File: config.mk
export PLATFORM = sky130hd
export DESIGN_NAME = hazard_stall_ctrl
export DESIGN_NICKNAME = d
export VERILOG_FILES = /design/src/rtl/hazard_stall_ctrl_pkg.sv /design/src/rtl/hazard_stall_ctrl_cmp.sv /design/src/rtl/hazard_stall_ctrl.sv
export SDC_FILE = /design/constraint.sdc
export NUM_CORES = 1
export LEC_CHECK = 0
export CAP_MARGIN = 20
export CORE_UTILIZATION = 40
export DETAILED_ROUTE_END_ITERATION = 8
export PLACE_DENSITY_LB_ADDON = 0.08
export SYNTH_ARGS = -nofsm -noshare
export SYNTH_HDL_FRONTEND = slang
export SYNTH_SLANG_ARGS = --single-unit
File: constraint.sdc
create_clock -name clk_i -period 1.9 [get_ports clk_i]
set_input_delay 0.38 -clock clk_i [delete_from_list [all_inputs] [get_ports clk_i]]
set_output_delay 0.38 -clock clk_i [all_outputs]
set_load 0.03 [all_outputs]
File: src/rtl/hazard_stall_ctrl_pkg.sv
// Shared CPU package: hazard/stall controller state encoding and
// load-latency limits used by the pipeline control logic.
package hazard_stall_ctrl_pkg;

  typedef enum logic [1:0] {
    ST_IDLE      = 2'd0,
    ST_LOAD_HOLD = 2'd1,
    ST_MEM_WAIT  = 2'd2
  } hsc_state_t;

  localparam int LOAD_LAT_MIN = 1;
  localparam int LOAD_LAT_MAX = 4;

  // Remaining-bubble counter only ever holds LOAD_LAT-1 (at most 3).
  localparam int HOLD_CNT_W = $clog2(LOAD_LAT_MAX);

endpackage

File: src/rtl/hazard_stall_ctrl_cmp.sv
// Load-use hazard comparator: flags when the instruction in ID reads a
// register that the load currently in EX is about to write. Register 0
// is hard-wired to zero and therefore never a real dependency.
module hazard_cmp #(
  parameter int REG_AW = 5
) (
  input  logic [REG_AW-1:0] rs,
  input  logic [REG_AW-1:0] rt,
  input  logic              rs_used,
  input  logic              rt_used,
  input  logic [REG_AW-1:0] rd,
  input  logic              memread,
  output logic              hazard
);

  logic rs_match;
  logic rt_match;

  assign rs_match = rs_used && (rs == rd);
  assign rt_match = rt_used && (rt == rd);
  assign hazard   = memread && (rd != '0) && (rs_match || rt_match);

endmodule

File: src/rtl/hazard_stall_ctrl.sv
// Pipeline hazard/stall controller. Inserts LOAD_LAT bubbles per load-use
// hazard, freezes the back end while data memory is busy (keeping the
// remaining bubble count), and flushes IF/ID on a taken branch when the
// front end is otherwise free to advance. Counts every PC-stall cycle.
module hazard_stall_ctrl
  import hazard_stall_ctrl_pkg::*;
#(
  parameter int REG_AW   = 5,
  parameter int LOAD_LAT = 1,
  parameter int CNT_W    = 16
) (
  input  logic              clk_i,
  input  logic              rst_i,
  input  logic [REG_AW-1:0] IF_ID_rs_i,
  input  logic [REG_AW-1:0] IF_ID_rt_i,
  input  logic              IF_ID_rs_used_i,
  input  logic              IF_ID_rt_used_i,
  input  logic [REG_AW-1:0] ID_EX_rd_i,
  input  logic              ID_EX_memread_i,
  input  logic              branch_taken_i,
  input  logic              mem_stall_i,
  output logic              pc_write_o,
  output logic              if_id_write_o,
  output logic              id_ex_bubble_o,
  output logic              if_id_flush_o,
  output logic              pipe_freeze_o,
  output logic [CNT_W-1:0]  stall_cycles_o
);

  if (LOAD_LAT < LOAD_LAT_MIN || LOAD_LAT > LOAD_LAT_MAX) begin : g_bad_load_lat
    $error("hazard_stall_ctrl: LOAD_LAT out of range");
  end

  localparam logic [HOLD_CNT_W-1:0] HOLD_INIT = HOLD_CNT_W'(LOAD_LAT - 1);
  localparam logic [HOLD_CNT_W-1:0] HOLD_LAST = HOLD_CNT_W'(1);

  hsc_state_t            state;
  hsc_state_t            state_nxt;
  logic [HOLD_CNT_W-1:0] hold_cnt;
  logic [HOLD_CNT_W-1:0] hold_cnt_nxt;
  logic [CNT_W-1:0]      stall_cnt;
  logic                  hazard;
  logic                  hold_active;

  function automatic logic [CNT_W-1:0] sat_inc(input logic [CNT_W-1:0] v);
    return (&v) ? v : v + 1'b1;
  endfunction

  hazard_cmp #(
    .REG_AW (REG_AW)
  ) u_cmp (
    .rs      (IF_ID_rs_i),
    .rt      (IF_ID_rt_i),
    .rs_used (IF_ID_rs_used_i),
    .rt_used (IF_ID_rt_used_i),
    .rd      (ID_EX_rd_i),
    .memread (ID_EX_memread_i),
    .hazard  (hazard)
  );

  // Leaving MEM_WAIT with bubbles still owed behaves exactly like LOAD_HOLD.
  assign hold_active = (state == ST_LOAD_HOLD) ||
                       ((state == ST_MEM_WAIT) && (hold_cnt != '0));

  // Output decode and next state; priority is memory stall, then load-use, then branch.
  always_comb begin
    pc_write_o     = 1'b1;
    if_id_write_o  = 1'b1;
    id_ex_bubble_o = 1'b0;
    if_id_flush_o  = 1'b0;
    pipe_freeze_o  = 1'b0;
    state_nxt      = state;
    hold_cnt_nxt   = hold_cnt;
    if (rst_i) begin
      state_nxt    = ST_IDLE;
      hold_cnt_nxt = '0;
    end else if (mem_stall_i) begin
      pc_write_o    = 1'b0;
      if_id_write_o = 1'b0;
      pipe_freeze_o = 1'b1;
      state_nxt     = ST_MEM_WAIT;
    end else if (hold_active) begin
      pc_write_o     = 1'b0;
      if_id_write_o  = 1'b0;
      id_ex_bubble_o = 1'b1;
      hold_cnt_nxt   = hold_cnt - 1'b1;
      state_nxt      = (hold_cnt == HOLD_LAST) ? ST_IDLE : ST_LOAD_HOLD;
    end else if (hazard) begin
      pc_write_o     = 1'b0;
      if_id_write_o  = 1'b0;
      id_ex_bubble_o = 1'b1;
      if (LOAD_LAT > 1) begin
        hold_cnt_nxt = HOLD_INIT;
        state_nxt    = ST_LOAD_HOLD;
      end else begin
        state_nxt = ST_IDLE;
      end
    end else begin
      if_id_flush_o = branch_taken_i;
      state_nxt     = ST_IDLE;
    end
  end

  // State, remaining-bubble counter and saturating stall counter.
  always_ff @(posedge clk_i or posedge rst_i) begin
    if (rst_i) begin
      state     <= ST_IDLE;
      hold_cnt  <= '0;
      stall_cnt <= '0;
    end else begin
      state    <= state_nxt;
      hold_cnt <= hold_cnt_nxt;
      if (!pc_write_o) begin
        stall_cnt <= sat_inc(stall_cnt);
      end
    end
  end

  assign stall_cycles_o = stall_cnt;

endmodule

Word-level counts from Yosys, hierarchy flattened:

Cells that the tools add are included.

* register bits: 20
* input port bits: 22
* output and inout port bits: 21
* word-level logic and storage cells: 47

* $add $sub $neg: 2
* equal/unequal tests: 6
* mux-type cells: 21
* bitwise logic cells: 2
* reductions and logical operators: 13

Operators by type and width (number)
* $add 16x1->16 const B: 1
* $mux 1: 16
* $reduce_and 16->1: 1
* $eq 5x5->1: 2
* $mux 2: 5
* $logic_and 1x1->1: 5
* $reduce_bool 5->1: 1
* $eq 2x1->1 const B: 2
* $reduce_and 2->1: 2
* $reduce_bool 2->1: 2
* $eq 2x2->1 const B: 1
* $logic_or 1x1->1: 2
* $ne 2x2->1 const B: 1
* $not 1->1: 2
* $sub 2x1->2 const B: 1

Depth between registers and ports, before layout:

Gate-level depths: netlist (run 1).

* word-level depth: 10
* gate-level depth with buffers: 9
* depth with buffers taken out: 8

Modules after synthesis:

From an unflattened synthesis (run 1), not the netlist that was laid out.

* cell total of the unflattened synthesis: 119
* area, all modules: 1214.9 um2

Modules (own cells, without submodules)
* hazard_stall_ctrl: instances 1, cells each 102, area each 1081.0 um2, sequential area each 500.5 um2
* hazard_cmp: instances 1, cells each 17, area each 133.9 um2, sequential area each 0.0 um2

Least setup slack after synthesis (run 1):

No wires, ideal clock.

* kind: input-to-output
* start: input ID_EX_rd_i[3]
* end: output pc_write_o
* data arrival time: 1831 ps
* required time: 1520 ps
* setup slack: -311 ps
* stages: 7
* path buffers: 2
* cells stage by stage: xor2_1 -> nor4_1 -> a32oi_1 -> o21ai_2 -> buf_4 -> nand2_1 -> buf_4

* cells in the longest elaborated chain, start to end: 8
* elaborated cells between the ends (all ways): 12
* those cells by class: eq/ne (2); mux (4); reduce/logical (6)

Ends and longest elaborated chain
* from (decl): RTL line hazard_stall_ctrl.sv:18 `input logic [REG_AW-1:0] ID_EX_rd_i,`
* $eq 5x5->1, on equally long branches: RTL line hazard_stall_ctrl_cmp.sv:19, hazard_stall_ctrl_cmp.sv:20
* $logic_and 1x1->1, on equally long branches: RTL line hazard_stall_ctrl_cmp.sv:19, hazard_stall_ctrl_cmp.sv:20
* $logic_or 1x1->1: RTL line hazard_stall_ctrl_cmp.sv:21 `assign hazard = memread && (rd != '0) && (rs_match || rt_match);`
* $logic_and 1x1->1 *: RTL line hazard_stall_ctrl_cmp.sv:21
* $mux 1 * (4 in a row)
* to (decl): RTL line hazard_stall_ctrl.sv:22 `output logic pc_write_o,`

Mark *: on every way between the ends. The rest lies on a longest branch, timed or not.

Final worst setup path (run 1):

* start: input IF_ID_rs_i[3]
* end: output if_id_flush_o

* cells in the longest elaborated chain, start to end: 8

Ends and longest elaborated chain
* from (decl): RTL line hazard_stall_ctrl.sv:14 `input logic [REG_AW-1:0] IF_ID_rs_i,`
* $eq 5x5->1: RTL line hazard_stall_ctrl_cmp.sv:19 `assign rs_match = rs_used && (rs == rd);`
* $logic_and 1x1->1: RTL line hazard_stall_ctrl_cmp.sv:19
* $logic_or 1x1->1: RTL line hazard_stall_ctrl_cmp.sv:21
* $logic_and 1x1->1: RTL line hazard_stall_ctrl_cmp.sv:21
* $mux 1: RTL line hazard_stall_ctrl.sv:88 `end else if (hazard) begin`
* $mux 1: RTL line hazard_stall_ctrl.sv:82 `end else if (hold_active) begin`
* $mux 1: RTL line hazard_stall_ctrl.sv:77 `end else if (mem_stall_i) begin`
* $mux 1: RTL line hazard_stall_ctrl.sv:74 `if (rst_i) begin`
* to (decl): RTL line hazard_stall_ctrl.sv:25 `output logic if_id_flush_o,`

No other way between the ends.

==> results of run 1 <==
-- path summary, 6_finish.rpt --
kind	slack, ns	cells past startpoint	end
min in group asynchronous	0.55	3	stall_cycles_o[6]
max	-0.18	7	if_id_flush_o
min reg2reg	0.50	1	stall_cycles_o[6]
max reg2reg	-0.02	11	stall_cycles_o[1]
max in group asynchronous	1.10	3	stall_cycles_o[0]
min	0.50	1	stall_cycles_o[6]
-- sequential cells by signal, indices dropped and copies added, names as in the netlist --
| name | count |
|---|---|
| hold_cnt | 2 |
| state | 2 |
| stall_cycles_o | 16 |
-- critical path: stages --
cell and delay, ns:
dlygate4sd2_1 0.25, xor2_1 0.15, nor4_2 0.24, a32oi_2 0.17, o21a_4 0.23, and3_4 0.14
buf_6 0.13
-- area by class of cell --
class	instances	area share, %
clock inverters	1	1.53
inverters	5	0.955
well taps	31	1.97
multi-input cells	87	38.4
clock buffers	3	1.15
flip-flops and latches	20	25.5
repair buffers	64	30.4
-- cell usage after synthesis, drive strengths merged (3+ instances only) --
cell type   n  area (sq um)
buf         3          18.8
inv         5          18.8
nand2       6          22.5
dfrtp      20           500
nor4        3          18.8
ha          3          37.5
nor2        6          22.5
xor2       11          96.3
xnor2      14           123
and3       11          68.8
nand3      10          50.1
nand4       4          25.0
nor4b       3          53.8
-- through the flow --
stage | instance area (sq um) | instances
after floorplan | 1230 | 117
after global placement | 1760 | 200
after detailed placement | 1760 | 200
after CTS | 1900 | 207
after global routing | 1960 | 211
final | 1960 | 211
-- logic make-up (layout without fill, tap and decap cells) --
group	count (synthesis)	after routing	share of synthesized area, %
simple gates	51	51	27.1
fa+ha+maj	3	3	3.16
xor+xnor	25	25	18.4
compound gates	6	6	3.58
flops	20	20	42.1
mux	2	2	1.89
buf+inv	10	73	3.79
-- repair_timing --
action / in CTS / in global routing
hold endpoints to repair: 0 / 0
pin swaps: 12 / 4
setup endpoints to repair: 20 / 17
resized for setup: 67 / 6
setup buffers: 3 / 4
hold buffers: 0 / 0
-- power breakdown --
part	internal [mW]	switching [mW]
Combinational	0.259	0.279
Clock	0.213	0.141
Sequential	0.491	0.0804
Total	0.964	0.499
-- per-layer routing --
layer | vias up | global-route usage, %
met1 | 527 | 25.5
met4 | 0 | 3.48
li1 | 534 | -
met5 | - | 0
met3 | 4 | 4.84
met2 | 36 | 32.1
==> results.py, run 1 <==
metrics = {
    "sta": {
        "fin_tns_setup_ns": -0.691,
        "drv_slew": 0,
        "finalCritPeriodShare_pct": 109,
        "finalSetupViolations": 6,
        "hold_viol_final": 0,
        "slew_headroom_pct": 77.5,
        "whs_ns": 0.505,
        "max_freq_mhz": 482,
        "worst_slew_pin_slew_ns": 0.338,
        "grt_setup_unrepaired": "yes",
        "min_period_ns": 2.08,
        "skew_ns": 0.0201,
        "worst_slack_ns": -0.175,
    },
    "clocking": {
        "root_buffer": "clkbuf_4",
        "clock-sinks": 20,
        "clockBufferDepth": 2,
        "cts_tree": "yes",
        "path_clk_slew_ns": 0.13,
        "clk-insertion-delay-late_ns": 0.31,
        "numCtsBuffers": 3,
        "htreeDepth": 1,
    },
    "worst_setup_path": {
        "r2r_start": "hold_cnt[1]",
        "crit_path_end_kind": "output port",
        "startpoint": "IF_ID_rs_i[3]",
        "required_ns": 1.52,
        "critPathKind": "in2out",
        "worstPathArrival_ns": 1.70,
        "startpoint_type": "input port",
        "cp_max_fo": 2,
    },
    "synth": {
        "synth_edf_count": 0,
        "synth_flop_cell": "dfrtp_1",
        "synth_area_sq_um": 1190,
        "postSynth.asyncResetShare_pct": 100,
        "yosysSeqAreaShare_pct": 42.1,
        "ys_warn_count": 0,
        "synthesis.nets": 142,
        "synth_cell_types": 31,
        "ys_ff_latch": 20,
        "synth_area_per_cell_sq_um": 10.2,
        "synth_cells": 117,
    },
    "route": {
        "top_layer": "met4",
        "wl_met1_mm": 1.33,
        "avgViaCountPerCell": 5.22,
        "dr.pass1.iters": 4,
        "routedWlPerCell_microns": 13.6,
        "wl_met3_microns": 151,
        "drt-total-wl_mm": 2.88,
        "wl_met2_mm": 1.37,
        "drc_errors": 0,
        "vias": 1101,
        "drt_iter0_drc": 21,
        "ant_nets": 0,
    },
    "hold_path": {
        "worstHoldStart": "stall_cycles_o[6]",
        "hold_class": "reg2reg",
    },
    "outcome": {
        "violations": "setup timing",
        "status": "finished, violations left",
    },
    "finish": {
        "final_core_util_pct": 70.6,
        "layout_common_cells": "21 x clkdlybuf4s50_1, 19 x dfrtp_1, 19 x buf_4",
        "drive_above_1_share_pct": 33.9,
        "fillers": 230,
        "mostFrequentLayoutCell": "clkdlybuf4s50_1",
        "multi_input_area_sq_um": 754,
        "n_antenna_cell": 0,
        "area_delta_synth_final_pct": 65.3,
        "regArea_sq_um": 502,
        "finalNetCount": 206,
    },
    "power_and_ir_drop": {
        "pwr_density_cell_nw_per_um2": 745,
        "max-vdd-ir-drop_uv": 738,
        "leakage_nw": 0.880,
        "totalPowerFinal_mw": 1.46,
    },
    "place": {
        "pre_cts_slack_ns": -1.02,
        "post-dp-hpwl_mm": 2.10,
        "place_congestion": 0.712,
        "port_buffers": 42,
    },
    "floorplanning": {
        "num_rows": 19,
        "pin_count": 43,
        "die-width_microns": 56.5,
        "start_util_pct": 42.7,
        "core_sq_um": 2780,
        "dieHeight_microns": 56.5,
        "dieArea_sq_um": 3190,
    },
    "grt": {
        "grt_overflow": 0,
        "grt_pass1_wl_mm": 4.90,
        "grt_pass1_vias": 1135,
        "grt_usage_pct": 19.3,
        "antenna_found_initial": 0,
        "grt_start_max_net_pins": 21,
    },
    "flow_run": {
        "cap_viol_max_count": 0,
    },
}
Note: power is estimated with default switching activity, not from simulation.
==> run 2, diff against run 1 <==
--- a/config.mk
+++ b/config.mk
@@ -8,7 +8,7 @@
 export CAP_MARGIN = 20
 export CORE_UTILIZATION = 40
 export DETAILED_ROUTE_END_ITERATION = 8
-export PLACE_DENSITY_LB_ADDON = 0.08
+export PLACE_DENSITY_LB_ADDON = 0.25
 export SYNTH_ARGS = -nofsm -noshare
 export SYNTH_HDL_FRONTEND = slang
 export SYNTH_SLANG_ARGS = --single-unit
==> run 2 against run 1 <==
Compared with the run above:
- power rose by 1.4%
- via count is 1.4% lower
- die area unchanged
- the run still ends with setup timing left
- worst hold slack got worse by 0.0011 ns
- worst setup slack worse by 0.0019 ns
==> results.py, run 2 (synthesis results as in run 1) <==
metrics = {
    "floorplanning": {
        "num_rows": 19,
        "dieHeight_microns": 56.5,
        "start_util_pct": 42.7,
        "die-width_microns": 56.5,
        "pin_count": 43,
        "dieArea_sq_um": 3190,
        "core_sq_um": 2780,
    },
    "place": {
        "place_area_sq_um": 1750,
        "pre_cts_slack_ns": -0.949,
        "post-dp-hpwl_mm": 2.10,
        "port_buffers": 42,
        "placed_cells": 199,
        "place_congestion": 0.771,
    },
    "power_and_ir_drop": {
        "totalPowerFinal_mw": 1.48,
        "swShare_pct": 34.1,
        "p_comb_share_pct": 37.5,
        "pwr_density_cell_nw_per_um2": 745,
        "leakage_nw": 0.920,
        "power.share.sequential_pct": 38.6,
        "max-vdd-ir-drop_uv": 816,
        "p_sw_mw": 0.505,
        "p_clk_share_pct": 23.9,
        "p_int_mw": 0.978,
    },
    "worst_setup_path": {
        "cp_max_fo": 2,
        "startpoint_type": "input port",
        "path_buf_inv": 2,
        "critPathKind": "in2out",
        "cp_top_family": "simple AND/OR/NAND/NOR gates",
        "worstPathCellList": "clkdlybuf4s15_1 -> xor2_1 -> nor4_2 -> a32oi_2 -> o21a_4 -> and3_4 -> buf_6",
        "cpPeakStageDelay_ns": 0.31,
        "crit_path_end_kind": "output port",
        "worstPathArrival_ns": 1.70,
        "required_ns": 1.52,
        "critPathSlowestCell": "nor4_2",
    },
    "grt": {
        "grt_overflow": 0,
        "grt_pass1_vias": 1103,
        "grt_start_max_net_pins": 21,
        "grt_pass1_wl_mm": 4.70,
        "antenna_found_initial": 0,
        "grt_usage_pct": 18.8,
    },
    "route": {
        "drt_iter0_drc": 30,
        "ant_nets": 0,
        "avgViaCountPerCell": 5.20,
        "drt-total-wl_mm": 2.91,
        "dr.pass1.iters": 4,
        "routedWlPerCell_microns": 13.9,
        "vias": 1086,
        "drc_errors": 0,
    },
    "hold_path": {
        "hold_class": "reg2reg",
    },
    "finish": {
        "n_antenna_cell": 0,
        "fin_cells": 209,
        "finalNetCount": 204,
        "area_delta_synth_final_pct": 67.5,
        "final_core_util_pct": 71.6,
        "drive_above_1_share_pct": 36.5,
        "final_area_sq_um": 1990,
        "largest_reg_flops": 16,
        "mostFrequentLayoutCell": "clkdlybuf4s50_1",
        "layout_common_cells": "20 x clkdlybuf4s50_1, 19 x dfrtp_1, 19 x buf_4",
    },
    "outcome": {
        "status": "finished, violations left",
        "violations": "setup timing",
    },
    "clocking": {
        "htreeDepth": 1,
        "numCtsBuffers": 3,
        "cts_tree": "yes",
        "root_buffer": "clkbuf_4",
        "path_clk_slew_ns": 0.13,
        "cts_hold_buf": 0,
        "clk-insertion-delay-late_ns": 0.30,
        "clock-sinks": 20,
        "clockBufferDepth": 2,
    },
    "sta": {
        "finalCritPeriodShare_pct": 109,
        "slew_headroom_pct": 78.3,
        "grt_setup_unrepaired": "yes",
        "finalSetupViolations": 9,
        "min_period_ns": 2.08,
        "fin_tns_setup_ns": -0.669,
        "worst_slew_pin_slew_ns": 0.325,
        "drv_slew": 0,
        "max_freq_mhz": 481,
        "skew_ns": 0.0126,
        "whs_ns": 0.504,
        "worst_slack_ns": -0.177,
        "hold_viol_final": 0,
    },
    "flow_run": {
        "cap_viol_max_count": 0,
    },
}
==> run 2: changes by cell type in the layout (fill, tap and decap cells not counted), sizes merged <==
cell           before  now
dlygate4sd2         8    3
clkdlybuf4s15       1    3
buf                32   30
dlymetal6s2s        2    3
clkbuf              3    6
clkdlybuf4s50      21   20
==> run 2: final cells by class <==
class / count / area, sq um
Inverter: 5 / 18.8
Fill cell: 216 / 791
Multi-Input combinational cell: 87 / 798
Tap cell: 31 / 38.8
Sequential cell: 20 / 502
Clock inverter: 1 / 30.0
Timing Repair Buffer: 62 / 581
Clock buffer: 3 / 22.5
==> run 2: power by group through the flow <==
stage	clock network, mW	registers [mW]	logic, mW
4_1_cts	0.355	0.569	0.528
3_5_place_dp	0	0.577	0.519
3_3_place_gp	0	0.573	0.509
2_1_floorplan	0	0.687	0.164
5_1_grt	0.372	0.584	0.591
6_report	0.354	0.573	0.556
==> run 2: worst register-to-register path, stage by stage (launching register included) <==
cell and delay, ns:
dfrtp_2 0.47, ha_1 0.23, and3_1 0.21, nand4_1 0.15
nor2_1 0.07, nor2_1 0.27, buf_4 0.21, nand4_1 0.12
xnor2_1 0.14
==> run 2: final timing paths <==
check / from / end / slack (ns) / cells past startpoint
worst max-delay path: IF_ID_rt_i[0] / if_id_flush_o / -0.18 / 7
worst min-delay path: stall_cycles_o[6] / stall_cycles_o[6] / 0.50 / 1
worst max register to register: stall_cycles_o[0] / stall_cycles_o[5] / -0.04 / 8
worst min register to register: stall_cycles_o[6] / stall_cycles_o[6] / 0.50 / 1
max in group asynchronous: rst_i / stall_cycles_o[0] / 1.07 / 3
min in group asynchronous: rst_i / stall_cycles_o[14] / 0.61 / 3
==> run 2: layer usage <==
layer / vias up / GRT usage, % / routed length (microns)
li1: 530 / - / -
met1: 510 / 20.7 / 1260
met2: 40 / 35.5 / 1450
met3: 6 / 3.92 / 162
met4: 0 / 5.57 / 37
met5: - / 0 / 0
==> run 2: timing repair <==
action                     in CTS  in global routing
setup endpoints to repair      20                 17
buffers inserted                5                  3
pin swaps                      10                 14
gates resized for setup        57                 37
